==> config.mk <==
export PLATFORM = sky130hd
export DESIGN_NAME = cache_mem_arbiter
export DESIGN_NICKNAME = d
export VERILOG_FILES = /design/src/rtl/cache_mem_arbiter.sv
export SDC_FILE = /design/constraint.sdc
export NUM_CORES = 1
export LEC_CHECK = 0
export ABC_AREA = 1
export BUFFER_PORTS_ARGS = -buffer_cell sky130_fd_sc_hd__buf_2
export CORE_MARGIN = 3
export CORE_UTILIZATION = 30
export CTS_BUF_LIST = sky130_fd_sc_hd__clkbuf_8
export DETAILED_ROUTE_END_ITERATION = 10
export MAX_ROUTING_LAYER = met4
export PLACE_DENSITY = 0.55
export SYNTH_ARGS = -nofsm -noshare
export SYNTH_HDL_FRONTEND = slang
export SYNTH_SLANG_ARGS = --single-unit
==> constraint.sdc <==
create_clock -name clk -period 1.7 [get_ports clk]
set_input_delay 0.085 -clock clk [delete_from_list [all_inputs] [get_ports clk]]
set_output_delay 0.085 -clock clk [all_outputs]
set_load 0.03 [all_outputs]
==> src/rtl/cache_mem_arbiter.sv <==
`default_nettype none
// ----------------------------------------------------------------------------
// cache_mem_arbiter: round-robin I/D line-fill arbiter onto one memory read port
// Revision: 1.0
// ----------------------------------------------------------------------------
module cache_mem_arbiter #(
  parameter int ADDR_WIDTH = 32,
  parameter int DATA_WIDTH = 32,
  parameter int TIMEOUT    = 64,
  parameter int CNT_WIDTH  = 16
) (
  input  logic                  clk,
  input  logic                  rst,
  input  logic                  i_req,
  input  logic [ADDR_WIDTH-1:0] i_addr,
  output logic [DATA_WIDTH-1:0] i_rdata,
  output logic                  i_valid,
  input  logic                  d_req,
  input  logic [ADDR_WIDTH-1:0] d_addr,
  output logic [DATA_WIDTH-1:0] d_rdata,
  output logic                  d_valid,
  output logic                  mem_req,
  output logic [ADDR_WIDTH-1:0] mem_addr,
  input  logic [DATA_WIDTH-1:0] mem_rdata,
  input  logic                  mem_rvalid,
  output logic                  err,
  output logic [CNT_WIDTH-1:0]  i_grants,
  output logic [CNT_WIDTH-1:0]  d_grants
);

  localparam int                   WD_WIDTH = $clog2(TIMEOUT);
  localparam logic [WD_WIDTH-1:0]  WD_LAST  = WD_WIDTH'(TIMEOUT - 1);
  localparam logic [CNT_WIDTH-1:0] CNT_MAX  = '1;
  localparam logic                 SIDE_I   = 1'b0;
  localparam logic                 SIDE_D   = 1'b1;

  typedef enum logic [1:0] {
    ST_IDLE = 2'd0,
    ST_WAIT = 2'd1,
    ST_DONE = 2'd2
  } state_t;

  state_t                state_q, state_d;
  logic                  gnt_q, gnt_d;
  logic                  last_gnt_q, last_gnt_d;
  logic [WD_WIDTH-1:0]   wdog_q, wdog_d;
  logic                  mem_req_q, mem_req_d;
  logic [ADDR_WIDTH-1:0] mem_addr_q, mem_addr_d;
  logic [DATA_WIDTH-1:0] i_rdata_q, i_rdata_d;
  logic [DATA_WIDTH-1:0] d_rdata_q, d_rdata_d;
  logic                  i_valid_q, i_valid_d;
  logic                  d_valid_q, d_valid_d;
  logic                  err_q, err_d;
  logic [CNT_WIDTH-1:0]  i_grants_q, i_grants_d;
  logic [CNT_WIDTH-1:0]  d_grants_q, d_grants_d;

  logic                  grant_side;
  logic                  finish;
  logic [DATA_WIDTH-1:0] ret_data;

  always_ff @(posedge clk) begin
    if (!rst) begin
      state_q    <= ST_IDLE;
      gnt_q      <= SIDE_I;
      last_gnt_q <= SIDE_D;
      wdog_q     <= '0;
      mem_req_q  <= 1'b0;
      mem_addr_q <= '0;
      i_rdata_q  <= '0;
      d_rdata_q  <= '0;
      i_valid_q  <= 1'b0;
      d_valid_q  <= 1'b0;
      err_q      <= 1'b0;
      i_grants_q <= '0;
      d_grants_q <= '0;
    end else begin
      state_q    <= state_d;
      gnt_q      <= gnt_d;
      last_gnt_q <= last_gnt_d;
      wdog_q     <= wdog_d;
      mem_req_q  <= mem_req_d;
      mem_addr_q <= mem_addr_d;
      i_rdata_q  <= i_rdata_d;
      d_rdata_q  <= d_rdata_d;
      i_valid_q  <= i_valid_d;
      d_valid_q  <= d_valid_d;
      err_q      <= err_d;
      i_grants_q <= i_grants_d;
      d_grants_q <= d_grants_d;
    end
  end

  always_comb begin
    state_d    = state_q;
    gnt_d      = gnt_q;
    last_gnt_d = last_gnt_q;
    wdog_d     = wdog_q;
    mem_req_d  = mem_req_q;
    mem_addr_d = mem_addr_q;
    i_rdata_d  = i_rdata_q;
    d_rdata_d  = d_rdata_q;
    i_valid_d  = 1'b0;
    d_valid_d  = 1'b0;
    err_d      = 1'b0;
    i_grants_d = i_grants_q;
    d_grants_d = d_grants_q;
    grant_side = SIDE_I;
    finish     = 1'b0;
    ret_data   = '0;

    case (state_q)
      ST_IDLE: begin
        // On a tie the side not served last wins; otherwise whoever asks.
        grant_side = (i_req && d_req) ? ~last_gnt_q : d_req;
        if (i_req || d_req) begin
          state_d    = ST_WAIT;
          mem_req_d  = 1'b1;
          mem_addr_d = (grant_side == SIDE_D) ? d_addr : i_addr;
          gnt_d      = grant_side;
          wdog_d     = '0;
          if (grant_side == SIDE_D) begin
            if (d_grants_q != CNT_MAX) d_grants_d = d_grants_q + 1'b1;
          end else begin
            if (i_grants_q != CNT_MAX) i_grants_d = i_grants_q + 1'b1;
          end
        end
      end
      ST_WAIT: begin
        if (mem_rvalid) begin
          finish   = 1'b1;
          ret_data = mem_rdata;
        end else if (wdog_q == WD_LAST) begin
          finish   = 1'b1;
          err_d    = 1'b1;
        end else begin
          wdog_d   = wdog_q + 1'b1;
        end
        if (finish) begin
          state_d    = ST_DONE;
          mem_req_d  = 1'b0;
          last_gnt_d = gnt_q;
          if (gnt_q == SIDE_D) begin
            d_valid_d = 1'b1;
            d_rdata_d = ret_data;
          end else begin
            i_valid_d = 1'b1;
            i_rdata_d = ret_data;
          end
        end
      end
      // One dead cycle so the served requester can drop its request.
      ST_DONE: state_d = ST_IDLE;
      default: state_d = ST_IDLE;
    endcase
  end

  assign mem_req  = mem_req_q;
  assign mem_addr = mem_addr_q;
  assign i_rdata  = i_rdata_q;
  assign d_rdata  = d_rdata_q;
  assign i_valid  = i_valid_q;
  assign d_valid  = d_valid_q;
  assign err      = err_q;
  assign i_grants = i_grants_q;
  assign d_grants = d_grants_q;

endmodule
`default_nettype wire
==> results of run 1 <==
==> layout by cell type (no fill, tap or decap), drive strengths merged, types with 4 or more instances in the layout <==
cell	n
nand2	410
buf	273
nor2	146
dfxtp	142
inv	120
dlygate4sd3	97
a31oi	32
nand3	31
a21oi	25
clkbuf	21
o21ai	15
nand4	7
xor2	4
==> kinds of logic (layout without fill, tap and decap cells) <==
logic type / after synthesis / count (layout) / share of synthesized area
xor+xnor: 7 / 7 / 0.00948
buf+inv: 154 / 517 / 0.102
compound gates: 75 / 75 / 0.0669
fa+ha+maj: 3 / 3 / 0.00580
simple gates: 602 / 602 / 0.376
flops: 142 / 142 / 0.439
==> layout make-up <==
class                   instances  area, sq um  area share
clock inverters                15          125      0.0129
inverters                     111          417      0.0430
repair buffers                374         2640       0.273
flip-flops and latches        142         2850       0.294
well taps                     275          344      0.0355
clock buffers                  17          234      0.0241
multi-input cells             687         3090       0.318
==> critical path: stages (launching register included) <==
cell and delay, ns:
sky130_fd_sc_hd__dfxtp_2 0.37, sky130_fd_sc_hd__ha_4 0.16, sky130_fd_sc_hd__nand3_4 0.08, sky130_fd_sc_hd__nor2_4 0.15
sky130_fd_sc_hd__nand2_4 0.08, sky130_fd_sc_hd__nand2_4 0.09, sky130_fd_sc_hd__nand3b_4 0.18, sky130_fd_sc_hd__clkbuf_16 0.24
sky130_fd_sc_hd__nand2_4 0.07, sky130_fd_sc_hd__nand2_2 0.04, sky130_fd_sc_hd__nor2_1 0.11
==> what timing repair did <==
action,in CTS,in global routing
setup endpoints to repair,0,84
resized for setup,0,32
hold endpoints to repair,96,0
buffers inserted,0,7
hold buffers,97,0
==> report_power, final <==
group / internal (mW) / switching (mW)
clock network: 1.06 / 1.49
logic: 0.646 / 0.988
registers: 3.49 / 0.0968
==> path summary, 6_finish.rpt <==
path                   start          end  slack, ns
setup reg to reg   wdog_q[1]  i_rdata[17]       0.06
hold reg to reg   d_rdata[6]   d_rdata[6]       0.45
setup / recovery   wdog_q[1]  i_rdata[17]       0.06
hold / removal    mem_rvalid  d_rdata[21]       0.13
==> routing by layer <==
layer,vias up,wire (microns),global-route usage
met1,3166,9710,0.222
met3,21,1090,0.0345
met5,-,0,-
li1,3702,-,-
met2,238,10200,0.298
met4,0,263,0.0509
==> through the flow <==
step | area, sq um | utilization | hold WS [ns] | setup WS, ns | TNS, ns
2_1_floorplan | 6470 | - | 0.240 | 0.0230 | 0
3_3_place_gp | 8070 | 0.383 | 0.345 | 0.0908 | 0
3_5_place_dp | 8070 | 0.383 | 0.356 | 0.0613 | 0
4_1_cts | 9400 | 0.446 | 0.0904 | 0.0507 | 0
5_1_grt | 9700 | 0.460 | 0.132 | -0.0322 | -0.359
6_report | 9700 | 0.460 | 0.133 | 0.0556 | 0
==> state kept, by name (all words and copies together), names as in the netlist <==
name and count:
state_q 2, mem_addr 32, d_grants 16, i_rdata 32, i_valid 1, wdog_q 6, mem_req 1, last_gnt_q 1
err 1, gnt_q 1, i_grants 16, d_rdata 32, d_valid 1
==> impl_metrics.yaml, run 1 <==
run:
  drv.max_cap_violation_count: 0
placed_design:
  dp_hpwl_mm: 13.3
  dpl.cell_count: 1480
  place.gp.congestion: 0.805
  place.port_buffers: 232
synthesis:
  synth.top_cell.area_share: 0.439
  synth_sequential_area_ratio: 0.439
  yosys_warnings: 0
  synthesis.area_per_instance_sq_um: 6.58
  postSynthRegisterBits: 142
  most_frequent_cell_after_synthesis: "sky130_fd_sc_hd__nand2_1"
  netlist_top_cells_area: "sky130_fd_sc_hd__dfxtp_1 44%, sky130_fd_sc_hd__nand2_1 23%, sky130_fd_sc_hd__nor2_1 8.0%, sky130_fd_sc_hd__inv_1 6.1%, sky130_fd_sc_hd__a31oi_1 3.1%"
  postSynthCellCount: 983
  synth_top_cell_by_area: "sky130_fd_sc_hd__dfxtp_1"
  synth-edff-count: 0
  yosys.cell_types.count: 33
  mappedNetlistArea_sq_um: 6470
  synthesis.nets: 1087
  asyncSetResetFlopFracSynth: 0
  ys_dominant_reg_cell: "sky130_fd_sc_hd__dfxtp_1"
  ys_top_cells_by_count: "403 x sky130_fd_sc_hd__nand2_1, 142 x sky130_fd_sc_hd__dfxtp_1, 138 x sky130_fd_sc_hd__nor2_1"
timing:
  max_clock_freq_mhz: 608
  timing.final.crit_share: 0.967
  clock-skew-final_ns: 0.0164
  finalSetupViolations: 0
  grt_setup_unrepaired: "yes"
  timing.slew.headroom: 0.705
  worst_slew_pin_slew_ns: 0.440
  finalHoldViolCount: 0
  final_max_slew_viol_count: 0
  layout_min_cycle_time_ns: 1.64
worst_hold_path:
  hold_path_depth: 5
  worst_min_path_class: "in2reg"
clock_network:
  tritoncts: "yes"
  worst_skew_pair.late_latency_ns: 0.45
  clkSinkCount: 142
  clock_tree.htree_level_count: 4
  clock_path_buffers: 2
  clockRootBuffer: "sky130_fd_sc_hd__clkbuf_8"
  clkSlewWorstSetupHoldPaths_ns: 0.10
  cts_buffers: 17
die:
  die-area_sq_um: 23400
  die_height_microns: 153
  area_of_the_core_sq_um: 21100
  pin_count: 233
  row_count: 53
  die-width_microns: 153
  initial_utilization: 0.307
critical_path:
  critical_path.max_fanout: 8
  critPathRequiredTime_ns: 2.09
  critPathArrivalTime_ns: 2.04
  reg2reg_depth: 10
  end_kind: "flop"
  launching_element_type_of_the_critical_path: "flop"
  timing_worst_setup_path_type: "reg2reg"
outcome:
  outcome: "finished, final reports clean"
route:
  post_drt_via_cell_ratio: 4.40
  routed-via-count: 7127
  drt_iter0_markers: 363
  wire_per_inst_microns: 13.1
  drt_first_pass_iters: 5
  detail-route-antenna-nets: 0
  routed_wl_mm: 21.3
  drcViolationCount: 0
cells_and_area:
  instances_no_fill: 1621
  drive_above_1_share: 0.268
  antenna_cells_inserted: 0
  fillCellCount: 2103
  layout-area-overhead-vs-synth_pct: 49.9
  nNetsFinal: 1437
global_route:
  largest_net_degree_at_the_start_of_global_routing: 66
  grt_antenna_before_repair: 0
  grtUsageTotal: 0.179
  globalRoute.totalOverflow: 0
  vias_in_the_first_global_route: 6896
  global_route_wire_length_before_repair_mm: 33.9
power:
  power_density_nw_per_um2: 801
  finalPower_mw: 7.77
  vdd.ir_drop.worst_v: 0.000380
  static-leakage-power_nw: 4.96
No activity file was read; power rests on OpenSTA's default activity.
==> run 2, diff against run 1 <==
--- a/config.mk
+++ b/config.mk
@@ -7,12 +7,14 @@
 export LEC_CHECK = 0
 export ABC_AREA = 1
 export BUFFER_PORTS_ARGS = -buffer_cell sky130_fd_sc_hd__buf_2
+export CELL_PAD_IN_SITES_DETAIL_PLACEMENT = 1
+export CELL_PAD_IN_SITES_GLOBAL_PLACEMENT = 2
 export CORE_MARGIN = 3
-export CORE_UTILIZATION = 30
+export CORE_UTILIZATION = 26
 export CTS_BUF_LIST = sky130_fd_sc_hd__clkbuf_8
 export DETAILED_ROUTE_END_ITERATION = 10
 export MAX_ROUTING_LAYER = met4
-export PLACE_DENSITY = 0.55
+export PLACE_DENSITY = 0.83
 export SYNTH_ARGS = -nofsm -noshare
 export SYNTH_HDL_FRONTEND = slang
 export SYNTH_SLANG_ARGS = --single-unit
==> run 2 against run 1 <==
Against the previous run: sequential power about the same; register-to-register slack better by 0.04 ns; first-iteration DRC count down 28%; critical path depth rose by 1.
==> impl_metrics.yaml, run 2 (synthesized netlist as in run 1, its figures left out) <==
die:
  initial_utilization: 0.265
  area_of_the_core_sq_um: 24400
  die-area_sq_um: 26800
  pin_count: 233
  row_count: 57
  die_height_microns: 164
  die-width_microns: 164
clock_network:
  tritoncts: "yes"
  clock_path_buffers: 2
  clkSlewWorstSetupHoldPaths_ns: 0.09
  cts_buffers: 17
  clockRootBuffer: "sky130_fd_sc_hd__clkbuf_8"
  worst_skew_pair.late_latency_ns: 0.46
  clkSinkCount: 142
  clock_tree.htree_level_count: 4
timing:
  timing.slew.headroom: 0.720
  finalSetupViolations: 0
  final_max_slew_viol_count: 0
  max_clock_freq_mhz: 622
  worst_slew_pin_slew_ns: 0.419
  layout_min_cycle_time_ns: 1.61
  clock-skew-final_ns: 0.0206
  tns_ns: 0
  timing.final.crit_share: 0.945
  finalHoldViolCount: 0
cells_and_area:
  layout-area-overhead-vs-synth_pct: 52.6
  seqCellArea_sq_um: 2860
  fillCellCount: 3117
  multi_input_area_sq_um: 3130
  drive_above_1_share: 0.267
  antenna_cells_inserted: 0
  layout_commonest_cell: "sky130_fd_sc_hd__nand2_1"
  instances_no_fill: 1674
  nNetsFinal: 1441
  most-common-layout-cells: "397 x sky130_fd_sc_hd__nand2_1, 232 x sky130_fd_sc_hd__buf_2, 137 x sky130_fd_sc_hd__dfxtp_1"
global_route:
  globalRoute.totalOverflow: 0
  grt_antenna_before_repair: 0
  grtUsageTotal: 0.182
  vias_in_the_first_global_route: 7628
  largest_net_degree_at_the_start_of_global_routing: 57
  global_route_wire_length_before_repair_mm: 38.2
power:
  power_density_nw_per_um2: 822
  static-leakage-power_nw: 5.08
  vdd.ir_drop.worst_v: 0.000311
critical_path:
  critical_path.max_fanout: 9
  timing.rr.start: "wdog_q[0]"
  critical_path.reg2reg.endpoint: "d_rdata[3]"
  reg2reg_setup_slack_ns: 0.09
  launching_element_type_of_the_critical_path: "flop"
  critPathArrivalTime_ns: 2.00
  reg2reg_depth: 11
  end_kind: "flop"
  timing_worst_setup_path_type: "reg2reg"
  critPathRequiredTime_ns: 2.09
worst_hold_path:
  hold_path_depth: 5
  hp-start: "mem_rvalid"
  worstHoldEndpoint: "d_rdata[26]"
  worst_min_path_class: "in2reg"
route:
  routed-via-count: 7335
  wire_per_inst_microns: 14.7
  detail-route-antenna-nets: 0
  drcViolationCount: 0
  drt_first_pass_iters: 4
  drt_iter0_markers: 262
  post_drt_via_cell_ratio: 4.38
  routed_wl_mm: 24.7
placed_design:
  place.port_buffers: 232
  dp_hpwl_mm: 16.1
  place.gp.congestion: 0.770
  dpl.cell_count: 1530
run:
  drv.max_cap_violation_count: 0
outcome:
  outcome: "finished, final reports clean"
-- run 2: stage by stage --
stage               utilization  power [mW]  hold WS (ns)  setup WS [ns]  area (sq um)
finish                    0.405        8.12         0.111         0.0928          9870
global route              0.405        8.57         0.122       -0.00634          9870
CTS                       0.391        8.18        0.0762         0.0116          9540
detailed placement        0.334        5.05         0.356         0.0309          8150
global placement          0.334        5.04         0.344         0.0616          8150
floorplan                     -        4.53         0.240         0.0230          6470
-- run 2: worst max path at each step --
stage / depth (start not counted) / endpoint / startpoint / slack (ns)
after global routing: 11 / d_rdata[1] / wdog_q[1] / -0.006
after floorplan: 8 / d_grants[13] / d_grants[0] / 0.02
final: 11 / d_rdata[3] / wdog_q[0] / 0.09
after global placement: 7 / i_grants[1] / last_gnt_q / 0.06
after CTS: 10 / i_grants[11] / state_q[0] / 0.01
after detailed placement: 11 / d_rdata[12] / wdog_q[0] / 0.03
-- run 2: power breakdown --
group          total (mW)  switching (mW)  internal, mW
logic                1.64            1.01         0.630
clock network        2.88            1.53          1.35
registers            3.60           0.108          3.49
total                8.12            2.64          5.48
-- run 2: per-layer routing --
metal | wire (microns) | track usage | part of all wire
met1 | 11000 | 0.214 | 0.45
met3 | 1320 | 0.0411 | 0.054
met2 | 12000 | 0.319 | 0.49
met5 | 0 | - | 0
met4 | 284 | 0.0408 | 0.012
-- run 2: area by class of cell --
| class | count | share of cell area |
|---|---|---|
| clock buffer | 17 | 0.0237 |
| clock inverter | 15 | 0.0176 |
| inverter | 111 | 0.0422 |
| multi-input combinational | 689 | 0.317 |
| sequential | 142 | 0.289 |
| tap | 324 | 0.0411 |
| timing repair buffer | 376 | 0.269 |
-- run 2: timing repair --
item / CTS / global route
hold buffers: 97 / 0
gates cloned: 0 / 4
pin swaps: 1 / 15
hold endpoints to repair: 101 / 0
resized for setup: 1 / 36
setup buffers: 0 / 11
endpoints found under the setup margin: 4 / 121
-- run 2: worst max-delay path: stages (launching register included) --
cell and delay, ns:
sky130_fd_sc_hd__dfxtp_4 0.38, sky130_fd_sc_hd__ha_4 0.15, sky130_fd_sc_hd__nand3_4 0.09, sky130_fd_sc_hd__nor2_4 0.14
sky130_fd_sc_hd__nand2_2 0.09, sky130_fd_sc_hd__nand2_4 0.11, sky130_fd_sc_hd__nand3_4 0.08, sky130_fd_sc_hd__nor2_4 0.12
sky130_fd_sc_hd__buf_4 0.16, sky130_fd_sc_hd__buf_6 0.14, sky130_fd_sc_hd__nand2_1 0.06, sky130_fd_sc_hd__nand2_1 0.06
==> run 3, diff against run 2 <==
==> config.mk (replaced) <==
export PLATFORM = sky130hd
export DESIGN_NAME = cache_mem_arbiter
export DESIGN_NICKNAME = d
export VERILOG_FILES = /design/src/rtl/cache_mem_arbiter.sv
export SDC_FILE = /design/constraint.sdc
export NUM_CORES = 1
export LEC_CHECK = 0
export ABC_AREA = 1
export BUFFER_PORTS_ARGS = -buffer_cell sky130_fd_sc_hd__buf_2
export CELL_PAD_IN_SITES_DETAIL_PLACEMENT = 0
export CELL_PAD_IN_SITES_GLOBAL_PLACEMENT = 1
export CORE_MARGIN = 3
export CORE_UTILIZATION = 35
export CTS_BUF_LIST = sky130_fd_sc_hd__clkbuf_8
export DETAILED_ROUTE_END_ITERATION = 10
export MAX_ROUTING_LAYER = met4
export PLACE_DENSITY = 0.84
export SYNTH_ARGS = -nofsm -noshare
export SYNTH_HDL_FRONTEND = slang
export SYNTH_SLANG_ARGS = --single-unit
==> run 3 against run 2 <==
Against the previous run: core utilization up 12 points; worst hold slack got worse by 0.066 ns; clock-buffer cell count is the same; setup slack improved by 0.016 ns; clock skew is 0.0092 ns lower.
==> impl_metrics.yaml, run 3 (synthesized netlist as in run 1, its figures left out) <==
timing:
  finalHoldViolCount: 0
  layout_min_cycle_time_ns: 1.59
  finalSetupViolations: 0
  timing.final.crit_share: 0.936
  timing.slew.headroom: 0.710
  clock-skew-final_ns: 0.0113
  max_clock_freq_mhz: 628
  final_max_slew_viol_count: 0
  hold_ws_ns: 0.0453
  worst_slew_pin_slew_ns: 0.434
  tns_ns: 0
  slack_of_the_critical_path_ns: 0.109
global_route:
  global_route_wire_length_before_repair_mm: 32.2
  global_route.usage.met1: 0.254
  globalRoute.totalOverflow: 0
  global_route.peak_usage_layer: "met2"
  vias_in_the_first_global_route: 6779
  largest_net_degree_at_the_start_of_global_routing: 45
  grt.met2_usage: 0.318
  grt_antenna_before_repair: 0
  grtUsageTotal: 0.201
  use_met3: 0.0427
placed_design:
  place_area_sq_um: 7990
  place_ws_ns: 0.0792
  dp_hpwl_mm: 13.1
  place.port_buffers: 232
  place.gp.congestion: 0.823
clock_network:
  clock_path_buffers: 2
  clockRootBuffer: "sky130_fd_sc_hd__clkbuf_8"
  clock_tree.htree_level_count: 4
  tritoncts: "yes"
  clkSlewWorstSetupHoldPaths_ns: 0.08
  clkSinkCount: 142
  worst_skew_pair.late_latency_ns: 0.44
  cts_buffers: 17
worst_hold_path:
  worst_min_path_class: "in2reg"
critical_path:
  critPathRequiredTime_ns: 2.04
  critPathArrivalTime_ns: 1.93
  timing_worst_setup_path_type: "reg2reg"
  critical_path.max_fanout: 16
  launching_element_type_of_the_critical_path: "flop"
  end_kind: "flop"
power:
  p_int_mw: 5.31
  share_seq_of_total_power: 0.458
  static-leakage-power_nw: 4.88
  power_density_nw_per_um2: 830
  clkPwrFrac: 0.343
  switching_power_mw: 2.53
  power_switching_share: 0.323
  vdd.ir_drop.worst_v: 0.000388
  power.combinational.fraction: 0.199
  finalPower_mw: 7.85
route:
  drt_first_pass_iters: 4
  post_drt_via_cell_ratio: 4.51
  drcViolationCount: 0
  drt_iter0_markers: 324
  routed-via-count: 7072
  detail-route-antenna-nets: 0
  routed_wl_mm: 20.2
  wire_per_inst_microns: 12.9
cells_and_area:
  layout_commonest_cell: "sky130_fd_sc_hd__nand2_1"
  nNetsFinal: 1427
  layout-area-overhead-vs-synth_pct: 46.1
  fin_area_sq_um: 9450
  most-common-layout-cells: "403 x sky130_fd_sc_hd__nand2_1, 232 x sky130_fd_sc_hd__buf_2, 137 x sky130_fd_sc_hd__dfxtp_1"
  drive_above_1_share: 0.255
die:
  die-width_microns: 142
  row_count: 49
  initial_utilization: 0.358
  pin_count: 233
  die_height_microns: 142
  area_of_the_core_sq_um: 18100
  die-area_sq_um: 20200
run:
  drv.max_cap_violation_count: 0
outcome:
  outcome: "finished, final reports clean"
run 3: power groups by stage:
stage	Combinational, mW	Sequential (mW)	Clock, mW
floorplan	0.574	3.96	0
global placement	1.33	3.66	0
detailed placement	1.33	3.66	0
CTS	1.51	3.59	2.79
global route	1.71	3.62	2.95
finish	1.56	3.59	2.69
run 3: worst max-delay path: stages, from the launching register on:
cell                        delay (ns)
sky130_fd_sc_hd__dfxtp_2          0.38
sky130_fd_sc_hd__ha_4             0.16
sky130_fd_sc_hd__nand3_2          0.11
sky130_fd_sc_hd__nor2_4           0.12
sky130_fd_sc_hd__nand2_2          0.08
sky130_fd_sc_hd__nand2_2          0.09
sky130_fd_sc_hd__nand3_2          0.10
sky130_fd_sc_hd__nand2_1          0.09
sky130_fd_sc_hd__inv_2            0.08
sky130_fd_sc_hd__clkbuf_16        0.19
sky130_fd_sc_hd__nand2_1          0.06
sky130_fd_sc_hd__nand2_1          0.04
run 3: per-layer routing:
| layer | vias to the layer above | routed length (microns) | part of all wire |
|---|---|---|---|
| met5 | - | 0 | 0 |
| met4 | 0 | 439 | 0.022 |
| met3 | 32 | 1180 | 0.058 |
| met2 | 241 | 9130 | 0.45 |
| met1 | 3124 | 9450 | 0.47 |
| li1 | 3675 | - | - |
run 3: repair_timing:
action	4_1_cts	5_1_grt
setup endpoints to repair	0	100
buffers inserted	0	1
endpoints found under the hold margin	96	0
hold buffers	97	0
resized for setup	0	13
run 3: path summary, 6_finish.rpt:
| path | from | end | slack [ns] | cells past startpoint |
|---|---|---|---|---|
| worst max-delay path | wdog_q[0] | d_rdata[5] | 0.11 | 11 |
| worst min-delay path | rst | wdog_q[2] | 0.05 | 3 |
| worst max register to register | wdog_q[0] | d_rdata[5] | 0.11 | 11 |
| worst min register to register | d_rdata[22] | d_rdata[22] | 0.45 | 2 |
run 3: cell type report:
cell class              count  area, sq um
diodes                      2         5.00
repair buffers            364         2510
inverters                 111          417
multi-input cells         687         3000
clock buffers              17          234
well taps                 229          287
clock inverters            15          154
flip-flops and latches    142         2850
fillers                  1755         8630
run 3: metrics by stage:
stage / std cells / utilization
2_1_floorplan: 983 / -
3_3_place_gp: 1433 / 0.442
3_5_place_dp: 1433 / 0.442
4_1_cts: 1562 / 0.517
5_1_grt: 1565 / 0.522
6_report: 1567 / 0.523
